### src/rtl/ram_arb_pkg.sv
// Shared definitions for the command-RAM arbiter: RAM opcodes, FSM states
// and the command-word width.
package ram_arb_pkg;

    localparam logic [1:0] OP_WR_ADDR = 2'b00;
    localparam logic [1:0] OP_WR_DATA = 2'b01;
    localparam logic [1:0] OP_RD_ADDR = 2'b10;
    localparam logic [1:0] OP_RD_DATA = 2'b11;

    typedef enum logic [2:0] {
        ST_IDLE,
        ST_WR_ADDR,
        ST_WR_DATA,
        ST_RD_ADDR,
        ST_RD_DATA,
        ST_RD_WAIT,
        ST_RESP
    } state_t;

    function automatic int cmd_width(input int addr_size);
        return addr_size + 2;
    endfunction

endpackage

### src/rtl/rr_arbiter.sv
// Round-robin grant: searches from the requester after the last one granted
// and remembers the winner whenever a grant is issued.
module rr_arbiter #(
    parameter int NUM_REQ = 2
) (
    input  logic               clk,
    input  logic               rst,
    input  logic [NUM_REQ-1:0] req,
    input  logic               en,
    output logic [NUM_REQ-1:0] grant
);

    localparam int PW = (NUM_REQ > 1) ? $clog2(NUM_REQ) : 1;

    logic [PW-1:0] last_q;
    logic [PW-1:0] grant_idx;
    logic          found;

    // First pass covers indices above the pointer, second pass wraps around.
    always_comb begin
        grant     = '0;
        grant_idx = last_q;
        found     = 1'b0;
        for (int i = 0; i < NUM_REQ; i++) begin
            if (en && !found && req[i] && (i > int'(last_q))) begin
                grant[i]  = 1'b1;
                grant_idx = PW'(i);
                found     = 1'b1;
            end
        end
        for (int i = 0; i < NUM_REQ; i++) begin
            if (en && !found && req[i] && (i <= int'(last_q))) begin
                grant[i]  = 1'b1;
                grant_idx = PW'(i);
                found     = 1'b1;
            end
        end
    end

    always_ff @(posedge clk or posedge rst) begin
        if (rst) begin
            last_q <= PW'(NUM_REQ - 1);
        end else if (found) begin
            last_q <= grant_idx;
        end
    end

endmodule

### src/rtl/ram_access_arbiter.sv
// Shares the single-port command RAM between NUM_REQ requesters, expanding
// each granted request into the RAM's two-command write or read sequence.
//
//   state      | meaning
//   -----------+------------------------------------------------------
//   ST_IDLE    | idle drive on RAM, req_ready offered to one requester
//   ST_WR_ADDR | {WR_ADDR,addr} on RAM this cycle
//   ST_WR_DATA | {WR_DATA,wdata} on RAM this cycle
//   ST_RD_ADDR | {RD_ADDR,addr} on RAM this cycle
//   ST_RD_DATA | {RD_DATA,0} on RAM this cycle
//   ST_RD_WAIT | waiting for ram_tx_valid or timeout
//   ST_RESP    | read response pulse on rsp_valid
module ram_access_arbiter
    import ram_arb_pkg::*;
#(
    parameter int NUM_REQ   = 2,
    parameter int ADDR_SIZE = 8,
    parameter int TIMEOUT   = 4
) (
    input  logic                           clk,
    input  logic                           rst,
    input  logic [NUM_REQ-1:0]             req_valid,
    input  logic [NUM_REQ-1:0]             req_we,
    input  logic [NUM_REQ*ADDR_SIZE-1:0]   req_addr,
    input  logic [NUM_REQ*ADDR_SIZE-1:0]   req_wdata,
    output logic [NUM_REQ-1:0]             req_ready,
    output logic [NUM_REQ-1:0]             rsp_valid,
    output logic [ADDR_SIZE-1:0]           rsp_rdata,
    output logic                           rsp_err,
    output logic [cmd_width(ADDR_SIZE)-1:0] ram_din,
    output logic                           ram_rx_valid,
    input  logic [ADDR_SIZE-1:0]           ram_dout,
    input  logic                           ram_tx_valid
);

    localparam int CW = cmd_width(ADDR_SIZE);
    localparam int TW = $clog2(TIMEOUT + 1);

    state_t               state_q;
    state_t               state_d;
    logic [NUM_REQ-1:0]   grant;
    logic                 accept;
    logic                 sel_we;
    logic [ADDR_SIZE-1:0] sel_addr;
    logic [ADDR_SIZE-1:0] sel_wdata;
    logic [NUM_REQ-1:0]   own_q;
    logic [ADDR_SIZE-1:0] wdata_q;
    logic [TW-1:0]        cnt_q;
    logic                 tmo;

    logic [CW-1:0]        ram_din_d;
    logic                 ram_rx_valid_d;
    logic [NUM_REQ-1:0]   rsp_valid_d;
    logic [ADDR_SIZE-1:0] rsp_rdata_d;
    logic                 rsp_err_d;

    rr_arbiter #(
        .NUM_REQ (NUM_REQ)
    ) u_rr_arbiter (
        .clk   (clk),
        .rst   (rst),
        .req   (req_valid),
        .en    (state_q == ST_IDLE),
        .grant (grant)
    );

    assign req_ready = grant;
    assign accept    = |(req_valid & grant);
    assign tmo       = (cnt_q == TW'(TIMEOUT - 1));

    always_comb begin
        sel_we    = 1'b0;
        sel_addr  = '0;
        sel_wdata = '0;
        for (int i = 0; i < NUM_REQ; i++) begin
            if (grant[i]) begin
                sel_we    = req_we[i];
                sel_addr  = req_addr[i*ADDR_SIZE +: ADDR_SIZE];
                sel_wdata = req_wdata[i*ADDR_SIZE +: ADDR_SIZE];
            end
        end
    end

    // State register together with the registered RAM and response outputs.
    always_ff @(posedge clk or posedge rst) begin
        if (rst) begin
            state_q      <= ST_IDLE;
            ram_din      <= '0;
            ram_rx_valid <= 1'b0;
            rsp_valid    <= '0;
            rsp_rdata    <= '0;
            rsp_err      <= 1'b0;
        end else begin
            state_q      <= state_d;
            ram_din      <= ram_din_d;
            ram_rx_valid <= ram_rx_valid_d;
            rsp_valid    <= rsp_valid_d;
            rsp_rdata    <= rsp_rdata_d;
            rsp_err      <= rsp_err_d;
        end
    end

    always_comb begin
        state_d = state_q;
        case (state_q)
            ST_IDLE: begin
                if (accept) begin
                    state_d = sel_we ? ST_WR_ADDR : ST_RD_ADDR;
                end
            end
            ST_WR_ADDR: state_d = ST_WR_DATA;
            ST_WR_DATA: state_d = ST_IDLE;
            ST_RD_ADDR: state_d = ST_RD_DATA;
            ST_RD_DATA: state_d = ST_RD_WAIT;
            ST_RD_WAIT: begin
                if (ram_tx_valid || tmo) begin
                    state_d = ST_RESP;
                end
            end
            ST_RESP:    state_d = ST_IDLE;
            default:    state_d = ST_IDLE;
        endcase
    end

    // Default is the idle drive: opcode 00, no strobe, so RD_DATA is never left on the bus.
    always_comb begin
        ram_din_d      = '0;
        ram_rx_valid_d = 1'b0;
        rsp_valid_d    = '0;
        rsp_rdata_d    = rsp_rdata;
        rsp_err_d      = 1'b0;
        case (state_q)
            ST_IDLE: begin
                if (accept) begin
                    ram_din_d      = {(sel_we ? OP_WR_ADDR : OP_RD_ADDR), sel_addr};
                    ram_rx_valid_d = 1'b1;
                end
            end
            ST_WR_ADDR: begin
                ram_din_d      = {OP_WR_DATA, wdata_q};
                ram_rx_valid_d = 1'b1;
            end
            ST_WR_DATA: begin
                rsp_valid_d = own_q;
            end
            ST_RD_ADDR: begin
                ram_din_d      = {OP_RD_DATA, {ADDR_SIZE{1'b0}}};
                ram_rx_valid_d = 1'b1;
            end
            ST_RD_WAIT: begin
                if (ram_tx_valid) begin
                    rsp_valid_d = own_q;
                    rsp_rdata_d = ram_dout;
                end else if (tmo) begin
                    rsp_valid_d = own_q;
                    rsp_rdata_d = '0;
                    rsp_err_d   = 1'b1;
                end
            end
            default: begin
            end
        endcase
    end

    always_ff @(posedge clk or posedge rst) begin
        if (rst) begin
            own_q   <= '0;
            wdata_q <= '0;
            cnt_q   <= '0;
        end else begin
            if (accept) begin
                own_q   <= grant;
                wdata_q <= sel_wdata;
            end
            if (state_q == ST_RD_DATA) begin
                cnt_q <= '0;
            end else if (state_q == ST_RD_WAIT) begin
                cnt_q <= cnt_q + TW'(1);
            end
        end
    end

endmodule

### config.mk
export PLATFORM = sky130hd
export DESIGN_NAME = ram_access_arbiter
export DESIGN_NICKNAME = d
export VERILOG_FILES = /design/src/rtl/ram_arb_pkg.sv /design/src/rtl/rr_arbiter.sv /design/src/rtl/ram_access_arbiter.sv
export SDC_FILE = /design/constraint.sdc
export NUM_CORES = 1
export LEC_CHECK = 0
export ABC_AREA = 1
export BUFFER_PORTS_ARGS = -buffer_cell sky130_fd_sc_hd__buf_4
export CAP_MARGIN = 0
export CORE_UTILIZATION = 25
export DETAILED_ROUTE_END_ITERATION = 10
export HOLD_SLACK_MARGIN = 0.03
export PLACE_DENSITY_LB_ADDON = 0.08
export SLEW_MARGIN = 30
export SYNTH_ARGS = -nofsm -noshare
export SYNTH_HDL_FRONTEND = slang
export SYNTH_SLANG_ARGS = --single-unit
### constraint.sdc
create_clock -name clk -period 2.3 [get_ports clk]
set_clock_uncertainty 0.05 [all_clocks]
set_input_delay 0.46 -clock clk [delete_from_list [all_inputs] [get_ports clk]]
set_output_delay 0.46 -clock clk [all_outputs]
set_load 0.01 [all_outputs]
==> reports/metrics.yaml, run 1 <==
run_status:
  status: "finished with violations"
  violations: "design-rule violations"
timing:
  hold_violations: 0
  setup_tns_ps: 0
  whs_ps: 248
  fin_ws_ps: 150
  slew_violations: 0
  worstMarginPinSlew_ps: 510
  finalCriticalPeriod_ps: 2150
  rsz0062_at_grt: "no"
  max_slew_margin_pct: 66.0
  fmax_mhz: 465
  fin_crit_sh_pct: 93.5
  final-setup-viol-count: 0
die:
  die_h_um: 84.7
  coreArea_mm2: 0.00646
  dieArea_mm2: 0.00718
  start_util_pct: 26.5
  dieWidth_um: 84.7
  io_pins: 71
  rows: 29
logic_synthesis:
  synth_area_mm2: 0.00171
  syn_area_per_cell_um2: 8.95
  yosysUniqueCellTypes: 23
  synth-seq-cells: 39
  synth_warnings: 0
  synth_area_leaders: "dfrtp_1 56%, nand2_1 14%, nand3_1 11%"
  yosysTopAreaCell: "dfrtp_1"
  syn-num-nets: 240
  yosysSeqAreaShare_pct: 57.1
  synthCells: 191
  synth_top_area_share_pct: 55.6
grt:
  track_usage_pct: 13.4
  grt_pass1_vias: 1464
  grt_pass1_wl_um: 7270
  grt_max_degree: 40
  overflow: 0
  grt_antenna_before_repair: 0
layout:
  area.growth.synth_to_final_pct: 39.5
  fin_area_mm2: 0.00239
  final_core_util_pct: 36.9
  final_common_cell: "buf_4"
  diodes: 0
  instances_no_fill: 343
  mostFrequentLayoutCells: "73 x buf_4, 65 x nand2_1, 38 x nand3_1, 38 x dfrtp_1, 12 x inv_1"
  nFillCells: 714
  nets: 314
  layout-drive-gt1-share_pct: 34.6
critical_path:
  crit_type: "reg2out"
  endpoint_kind: "primary output"
  cp.arrival_ps: 1640
  path_cells: "nor2_4, nand3_1, nor2_2, buf_4"
  start_kind: "flip-flop"
  cp.required_ps: 1790
  crit_slowest_cell: "dfrtp_1"
  crit_fanout: 11
  max_stage_delay_ps: 460
drt:
  routed_wl_um: 4460
  drcViolationCount: 7
  via_per_inst: 4.29
  wl_per_cell_um: 13.0
  firstDrtPassIters: 8
  routed-via-count: 1473
  drtAntennaViolNets: 0
  drt_iter0_markers: 53
place:
  placed_cell_area_mm2: 0.00230
  port_buffers: 70
  dp_slack_ps: 438
  dp.final_hpwl_um: 3310
  place_congestion: 0.748
  dp_cells: 335
power_and_ir_drop:
  powerDensity_mw_per_mm2: 1170
  p_leak_nw: 1.26
  peakVddDrop_mv: 0.430
  power.total_mw: 2.80
cts:
  insertion_delay_ps: 290
  cts.repair.resized: 0
  cts_hold_buffers: 0
  cts_tree: "built"
  cts_buffers: 5
  ctsRootBufferMaster: "clkbuf_8"
  clkTransAtPathRegs_ps: 80
  post_cts_buffers: 0
  htreeDepth: 2
  clock_path_buffers: 2
  cts_sinks: 39
min_path:
  min_path_type: "in2async"
run:
  max-cap-violations: 0
-- worst paths after layout --
| kind | slack, ps | depth (start not counted) | from | end |
|---|---|---|---|---|
| worst min-delay path | 250 | 3 | rst | wdata_q[0] |
| min in group clk | 330 | 3 | req_wdata[2] | wdata_q[2] |
| worst max register to register | 490 | 7 | state_q[1] | state_q[1] |
| max in group asynchronous | 1580 | 3 | rst | u_rr_arbiter.last_q |
| worst min register to register | 420 | 2 | rsp_rdata[5] | rsp_rdata[5] |
| worst max-delay path | 150 | 4 | state_q[1] | req_ready[1] |
-- cells by family after synthesis --
| group | count (synthesis) | share of synthesized area, % |
|---|---|---|
| flip-flops | 39 | 57.1 |
| buffers and inverters | 22 | 6.58 |
| AO/OA/AOI/OAI | 14 | 4.68 |
| adder cells (fa/ha/maj) | 2 | 1.46 |
| AND/OR/NAND/NOR | 114 | 30.1 |
-- synthesized netlist by cell type, drive strengths merged --
cell     n
nand2   67
dfrtp   38
nand3   38
inv     16
o21ai    9
nor2     8
buf      5
a21oi    3
ha       2
a22o     1
clkbuf   1
dfstp    1
nand4    1
o31ai    1
-- report_power, final --
part	internal [mW]	switching (mW)	leakage (nW)	total [mW]
Sequential	1.01	0.158	0.496	1.17
Combinational	0.522	0.667	0.717	1.19
Clock	0.213	0.235	0.0422	0.448
Total	1.74	1.06	1.26	2.80
-- registers in the layout (all words and copies together), names as in the netlist --
register / cells
ram_din: 10
rsp_rdata: 8
wdata_q: 8
cnt_q: 3
state_q: 3
own_q: 2
rsp_valid: 2
ram_rx_valid: 1
rsp_err: 1
u_rr_arbiter.last_q: 1
-- final cells by class --
| cell class | count | area, um2 | area share [%] |
|---|---|---|---|
| Sequential cell | 39 | 977 | 41.0 |
| Multi-Input combinational cell | 130 | 621 | 26.0 |
| Timing Repair Buffer | 73 | 548 | 23.0 |
| Tap cell | 77 | 96.3 | 4.04 |
| Clock buffer | 7 | 76.3 | 3.20 |
| Inverter | 16 | 62.6 | 2.62 |
| Clock inverter | 1 | 5.00 | 0.210 |
-- layer usage --
metal	wire (um)	vias up	track usage (%)
li1	-	761	-
met1	2220	664	19.1
met2	1910	43	19.3
met3	264	5	3.83
met4	66	0	4.62
met5	0	-	0
-- worst max-delay path: cells and delay by family, from the launching register on --
kind	cells	cell delay (ps)
DFF	1	460
buffers and inverters	1	210
and+or+nand+nor	3	690
No activity file was read; power rests on OpenSTA's default activity.
==> inputs of run 2 (changes only) <==
--- a/config.mk
+++ b/config.mk
@@ -8,7 +8,7 @@
 export ABC_AREA = 1
 export BUFFER_PORTS_ARGS = -buffer_cell sky130_fd_sc_hd__buf_4
 export CAP_MARGIN = 0
-export CORE_UTILIZATION = 25
+export CORE_UTILIZATION = 40
 export DETAILED_ROUTE_END_ITERATION = 10
 export HOLD_SLACK_MARGIN = 0.03
 export PLACE_DENSITY_LB_ADDON = 0.08
==> run 2 against run 1 <==
Against the previous run:
- the flow now finishes without violations
- core utilization up 21 points
- first-iteration DRC count up 87%
- cell count decreased by 8.5%
- wire length is 18% lower
- register-to-register slack improved by 130 ps
- sequential share of layout area rose by 0.74 points
- critical path depth grew 2
- clock power is 6.5% lower
- critical path type unchanged
- largest cell class unchanged
- highest routed layer unchanged
==> reports/metrics.yaml, run 2 (synthesis results as in run 1) <==
run_status:
  status: "completed"
timing:
  hold_violations: 0  # unchanged
  worstMarginPinSlew_ps: 488  # -22.3 ps
  fin_crit_sh_pct: 89.6  # -3.9 points
  rsz0062_at_grt: "no"
  fin_ws_ps: 240  # +89.9 ps
  setup_tns_ps: 0  # unchanged
  fmax_mhz: 486  # +4.4%
  whs_ps: 237  # -11.1 ps
  slew_violations: 0  # unchanged
  finalCriticalPeriod_ps: 2060  # -89.9 ps
  final-setup-viol-count: 0  # unchanged
  max_slew_margin_pct: 67.5  # +1.5 points
grt:
  grt_antenna_before_repair: 0  # unchanged
  grt_pass1_vias: 1323  # -9.6%
  track_usage_pct: 18.5  # +5.1 points
  overflow: 0  # unchanged
  use_met1_pct: 26.2  # +7.0 points
  use_met3_pct: 6.08  # +2.2 points
  grt_max_degree: 40  # unchanged
  use_met2_pct: 25.9  # +6.6 points
  grt_pass1_wl_um: 6090  # -16%
  grt-busiest-layer: "met1"
drt:
  drt_iter0_markers: 99  # +87%
  routed-via-count: 1471  # -0.14%
  via_per_inst: 4.68  # +9.1%
  drcViolationCount: 0  # -7
  routed_wl_um: 3640  # -18%
  wl_per_cell_um: 11.6  # -11%
  drtAntennaViolNets: 0  # unchanged
  firstDrtPassIters: 4  # -4
place:
  dp_cells: 308  # -8.1%
  place_congestion: 0.763  # +2.1%
  dp_slack_ps: 546  # +107 ps
  port_buffers: 70  # unchanged
  placed_cell_area_mm2: 0.00227  # -1.5%
  dp.final_hpwl_um: 2720  # -18%
layout:
  final_core_util_pct: 57.8  # +21 points
  nets: 314  # unchanged
  mostFrequentLayoutCells: "73 x buf_4, 65 x nand2_1, 38 x nand3_1, 38 x dfrtp_1, 12 x inv_1"
  area.growth.synth_to_final_pct: 37.0
  diodes: 0  # unchanged
  reg.largest.list: "ram_din x10, rsp_rdata x8, wdata_q x8"
  regMostFlops: "ram_din"
  instances_no_fill: 314  # -8.5%
  fin_area_mm2: 0.00234  # -1.8%
  layout-drive-gt1-share_pct: 34.5  # -0.12 points
  final_common_cell: "buf_4"
  largest_reg_flops: 10  # unchanged
die:
  dieArea_mm2: 0.00454  # -37%
  io_pins: 71  # unchanged
  dieWidth_um: 67.4  # -20%
  start_util_pct: 42.2  # +16 points
  rows: 23  # -21%
  coreArea_mm2: 0.00406  # -37%
  die_h_um: 67.4  # -20%
critical_path:
  cp.arrival_ps: 1550  # -90 ps
  crit_fanout: 18  # +7
  max_stage_delay_ps: 460  # about the same
  cp.required_ps: 1790  # about the same
  start_kind: "flip-flop"
  endpoint_kind: "primary output"
  crit_type: "reg2out"
  path_cells: "nor2_4, nand2_2, nor2_4, nand2_2, inv_4, buf_4"
  crit_slowest_cell: "dfrtp_1"
power_and_ir_drop:
  power.total_mw: 2.74  # -2.2%
  peakVddDrop_mv: 0.521  # +21%
  power.internal_mw: 1.73  # -0.65%
  p_comb_share_pct: 42.1  # -0.3 points
  seqPwrFrac_pct: 42.6  # +1.0 points
  powerDensity_mw_per_mm2: 1170  # -0.42%
  p_sw_mw: 1.01  # -4.7%
  clockPowerShare_pct: 15.3  # -0.7 points
  sw_frac_of_total_pct: 36.8  # -0.98 points
  p_leak_nw: 1.25  # -0.41%
cts:
  ctsRootBufferMaster: "clkbuf_8"
  cts_tree: "built"
  clkTransAtPathRegs_ps: 70  # about the same
  clock_path_buffers: 2  # unchanged
  cts_buffers: 5  # unchanged
  cts.repair.resized: 0  # unchanged
  insertion_delay_ps: 290  # about the same
  cts_hold_buffers: 0  # unchanged
  cts_sinks: 39  # unchanged
  htreeDepth: 2  # unchanged
  post_cts_buffers: 0  # unchanged
run:
  max-cap-violations: 0  # unchanged
min_path:
  min_path_type: "in2async"
## run 2: cell count changes in the layout (fill, tap and decap cells not counted)
cell	delta
clkbuf_1	-1
clkinv_2	-1
## run 2: per-layer routing
layer / routed length, um / vias to the layer above
met3: 276 / 7
met4: 56 / 0
met1: 1790 / 649
met2: 1520 / 51
met5: 0 / -
li1: - / 764
## run 2: final cells by class
class | count | area, um2
tap | 50 | 62.6
inverter | 16 | 62.6
multi-input combinational | 130 | 621
timing repair buffer | 73 | 548
fill | 379 | 1710
clock buffer | 6 | 72.6
sequential | 39 | 977
## run 2: worst paths after layout
path,startpoint,to,slack (ps),depth (start not counted)
worst max-delay path,state_q[1],req_ready[0],240,6
worst min-delay path,rst,ram_din[3],240,3
worst max register to register,state_q[1],state_q[1],620,7
max in group asynchronous,rst,u_rr_arbiter.last_q,1600,3
min in group clk,req_addr[0],ram_din[0],330,3
worst min register to register,rsp_rdata[6],rsp_rdata[6],420,2
## run 2: worst max-delay path: cells and delay by family (launching register included)
kind                   cells  cell delay, ps
flip-flops                 1             460
buffers and inverters      2             310
AND/OR/NAND/NOR            4             490
## run 2: power groups by stage
stage          Clock (mW)  Sequential (mW)  Combinational (mW)
6_report            0.419             1.17                1.15
5_1_grt             0.460             1.21                1.32
4_1_cts             0.431             1.17                1.18
3_5_place_dp            0             1.18                1.17
3_3_place_gp            0             1.17                1.16
2_1_floorplan           0             1.25               0.611
==> inputs of run 3 (changes only) <==
--- a/config.mk
+++ b/config.mk
@@ -8,7 +8,9 @@
 export ABC_AREA = 1
 export BUFFER_PORTS_ARGS = -buffer_cell sky130_fd_sc_hd__buf_4
 export CAP_MARGIN = 0
-export CORE_UTILIZATION = 40
+export CELL_PAD_IN_SITES_DETAIL_PLACEMENT = 2
+export CELL_PAD_IN_SITES_GLOBAL_PLACEMENT = 2
+export CORE_UTILIZATION = 28
 export DETAILED_ROUTE_END_ITERATION = 10
 export HOLD_SLACK_MARGIN = 0.03
 export PLACE_DENSITY_LB_ADDON = 0.08
==> run 3 against run 2 <==
Against the previous run:
- register-to-register slack worse by 40 ps
- sequential power about the same
- power up 8.8%
- combinational power up 6%
- sequential share of layout area down 1.4 points
- first-iteration DRC count down 65%
- worst setup slack worse by 90 ps
- die area up 41%
- critical path depth unchanged
- largest power group is now combinational logic
==> reports/metrics.yaml, run 3 (synthesis results as in run 1) <==
run_status:
  status: "completed"
layout:
  reg.largest.list: "ram_din x10, rsp_rdata x8, wdata_q x8"
  diodes: 0  # unchanged
  final_common_cell: "buf_4"
  layout-drive-gt1-share_pct: 35.6  # +1.1 points
  final_core_util_pct: 41.0  # -17 points
  mostFrequentLayoutCells: "74 x buf_4, 65 x nand2_1, 38 x nand3_1, 38 x dfrtp_1, 12 x inv_1"
  regMostFlops: "ram_din"
  nets: 315  # +0.32%
  area.growth.synth_to_final_pct: 41.9
  instances_no_fill: 342  # +8.9%
  largest_reg_flops: 10  # unchanged
die:
  die_h_um: 80.2  # +19%
  dieWidth_um: 80.2  # +19%
  coreArea_mm2: 0.00592  # +46%
  io_pins: 71  # unchanged
  dieArea_mm2: 0.00642  # +41%
  rows: 28  # +22%
  start_util_pct: 28.9  # -13 points
power_and_ir_drop:
  power.internal_mw: 1.89  # +9.0%
  p_leak_nw: 1.28  # +2.3%
  seqPwrFrac_pct: 39.2  # -3.4 points
  clockPowerShare_pct: 20.1  # +4.8 points
  p_comb_share_pct: 40.8  # -1.3 points
  powerDensity_mw_per_mm2: 1230  # +5.1%
  sw_frac_of_total_pct: 36.7  # -0.080 points
  peakVddDrop_mv: 0.361  # -31%
  p_sw_mw: 1.10  # +8.6%
timing:
  setup_tns_ps: 0  # unchanged
  rsz0062_at_grt: "no"
  max_slew_margin_pct: 65.4  # -2.1 points
  worstMarginPinSlew_ps: 513  # +25.6 ps
  fin_crit_sh_pct: 93.5  # +3.9 points
  fin_ws_ps: 150  # -90.1 ps
  fmax_mhz: 465  # -4.2%
  whs_ps: 233  # -4.16 ps
  hold_violations: 0  # unchanged
  slew_violations: 0  # unchanged
  finalCriticalPeriod_ps: 2150  # +90.1 ps
  final-setup-viol-count: 0  # unchanged
place:
  dp_slack_ps: 460  # -85.1 ps
  place_congestion: 0.740  # -3.1%
  dp.final_hpwl_um: 3770  # +38%
  port_buffers: 70  # unchanged
  dp_cells: 334  # +8.4%
critical_path:
  endpoint_kind: "primary output"
  start_kind: "flip-flop"
  crit_slowest_cell: "dfrtp_1"
  crit_type: "reg2out"
  rr_worst_depth: 9  # +2
  max_stage_delay_ps: 410  # -50 ps
  cp.required_ps: 1790  # about the same
  crit_fanout: 18  # unchanged
  reg2reg_to: "wdata_q[1]"
  crit_path_frequent_cell: "nand2_2"
  reg2reg_slack_ps: 580  # -40 ps
  cp.arrival_ps: 1640  # +90 ps
  r2r-start: "state_q[2]"
  crit_path_start: "state_q[2]"
  path_cells: "inv_1, nand2_2, nor2_4, nand2_2, inv_4, buf_4"
cts:
  cts_buffers: 5  # unchanged
  clock_path_buffers: 2  # unchanged
  cts_tree: "built"
  clkTransAtPathRegs_ps: 80  # about the same
  htreeDepth: 2  # unchanged
  ctsRootBufferMaster: "clkbuf_8"
  post_cts_buffers: 0  # unchanged
  insertion_delay_ps: 290  # about the same
  cts_hold_buffers: 0  # unchanged
  cts_sinks: 39  # unchanged
  cts.repair.resized: 0  # unchanged
grt:
  grt_max_degree: 40  # unchanged
  overflow: 0  # unchanged
  track_usage_pct: 17.2  # -1.3 points
  grt_antenna_before_repair: 0  # unchanged
  grt_pass1_vias: 1671  # +26%
  grt_pass1_wl_um: 8140  # +34%
drt:
  via_per_inst: 4.63  # -1.3%
  drcViolationCount: 0  # unchanged
  drt_iter0_markers: 35  # -65%
  routed-via-count: 1582  # +7.5%
  drtAntennaViolNets: 0  # unchanged
  routed_wl_um: 4940  # +36%
  wl_per_cell_um: 14.4  # +25%
  firstDrtPassIters: 4  # unchanged
min_path:
  min_path_type: "in2async"
run:
  max-cap-violations: 0  # unchanged
==> run 3: cell type report <==
class                   count  area (um2)
flip-flops and latches     39         977
clock buffers               6        82.6
fillers                   690        3490
clock inverters             2        35.0
inverters                  16        62.6
repair buffers             74         556
well taps                  75        93.8
multi-input cells         130         621
==> run 3: routing by layer <==
metal	wire [um]	GRT usage, %
met1	2030	19.8
met2	2510	29.2
met3	289	5.34
met4	112	7.50
met5	0	0
==> run 3: worst max-delay path: cells and delay by family, from the launching register on <==
kind / cells / cell delay [ps]
buf+inv: 3 / 580
flops: 1 / 410
simple gates: 3 / 350
==> run 3: worst max path at each step <==
stage / to / slack (ps) / depth (start not counted)
floorplan: req_ready[0] / 710 / 6
global placement: req_ready[0] / 500 / 6
detailed placement: req_ready[0] / 460 / 6
CTS: req_ready[0] / 110 / 6
global route: req_ready[0] / 20 / 6
finish: req_ready[0] / 150 / 6
==> run 3: power by group through the flow <==
stage               combinational, mW  clock [mW]  sequential [mW]
floorplan                       0.611           0             1.25
CTS                              1.26       0.621             1.17
finish                           1.22       0.598             1.17
global placement                 1.21           0             1.17
global route                     1.39       0.652             1.21
detailed placement               1.25           0             1.19
==> run 3: through the flow <==
stage / power, mW / instance area, um2
floorplan: 1.86 / 1710
global placement: 2.38 / 2310
detailed placement: 2.44 / 2310
CTS: 3.05 / 2430
global route: 3.24 / 2430
finish: 2.98 / 2430
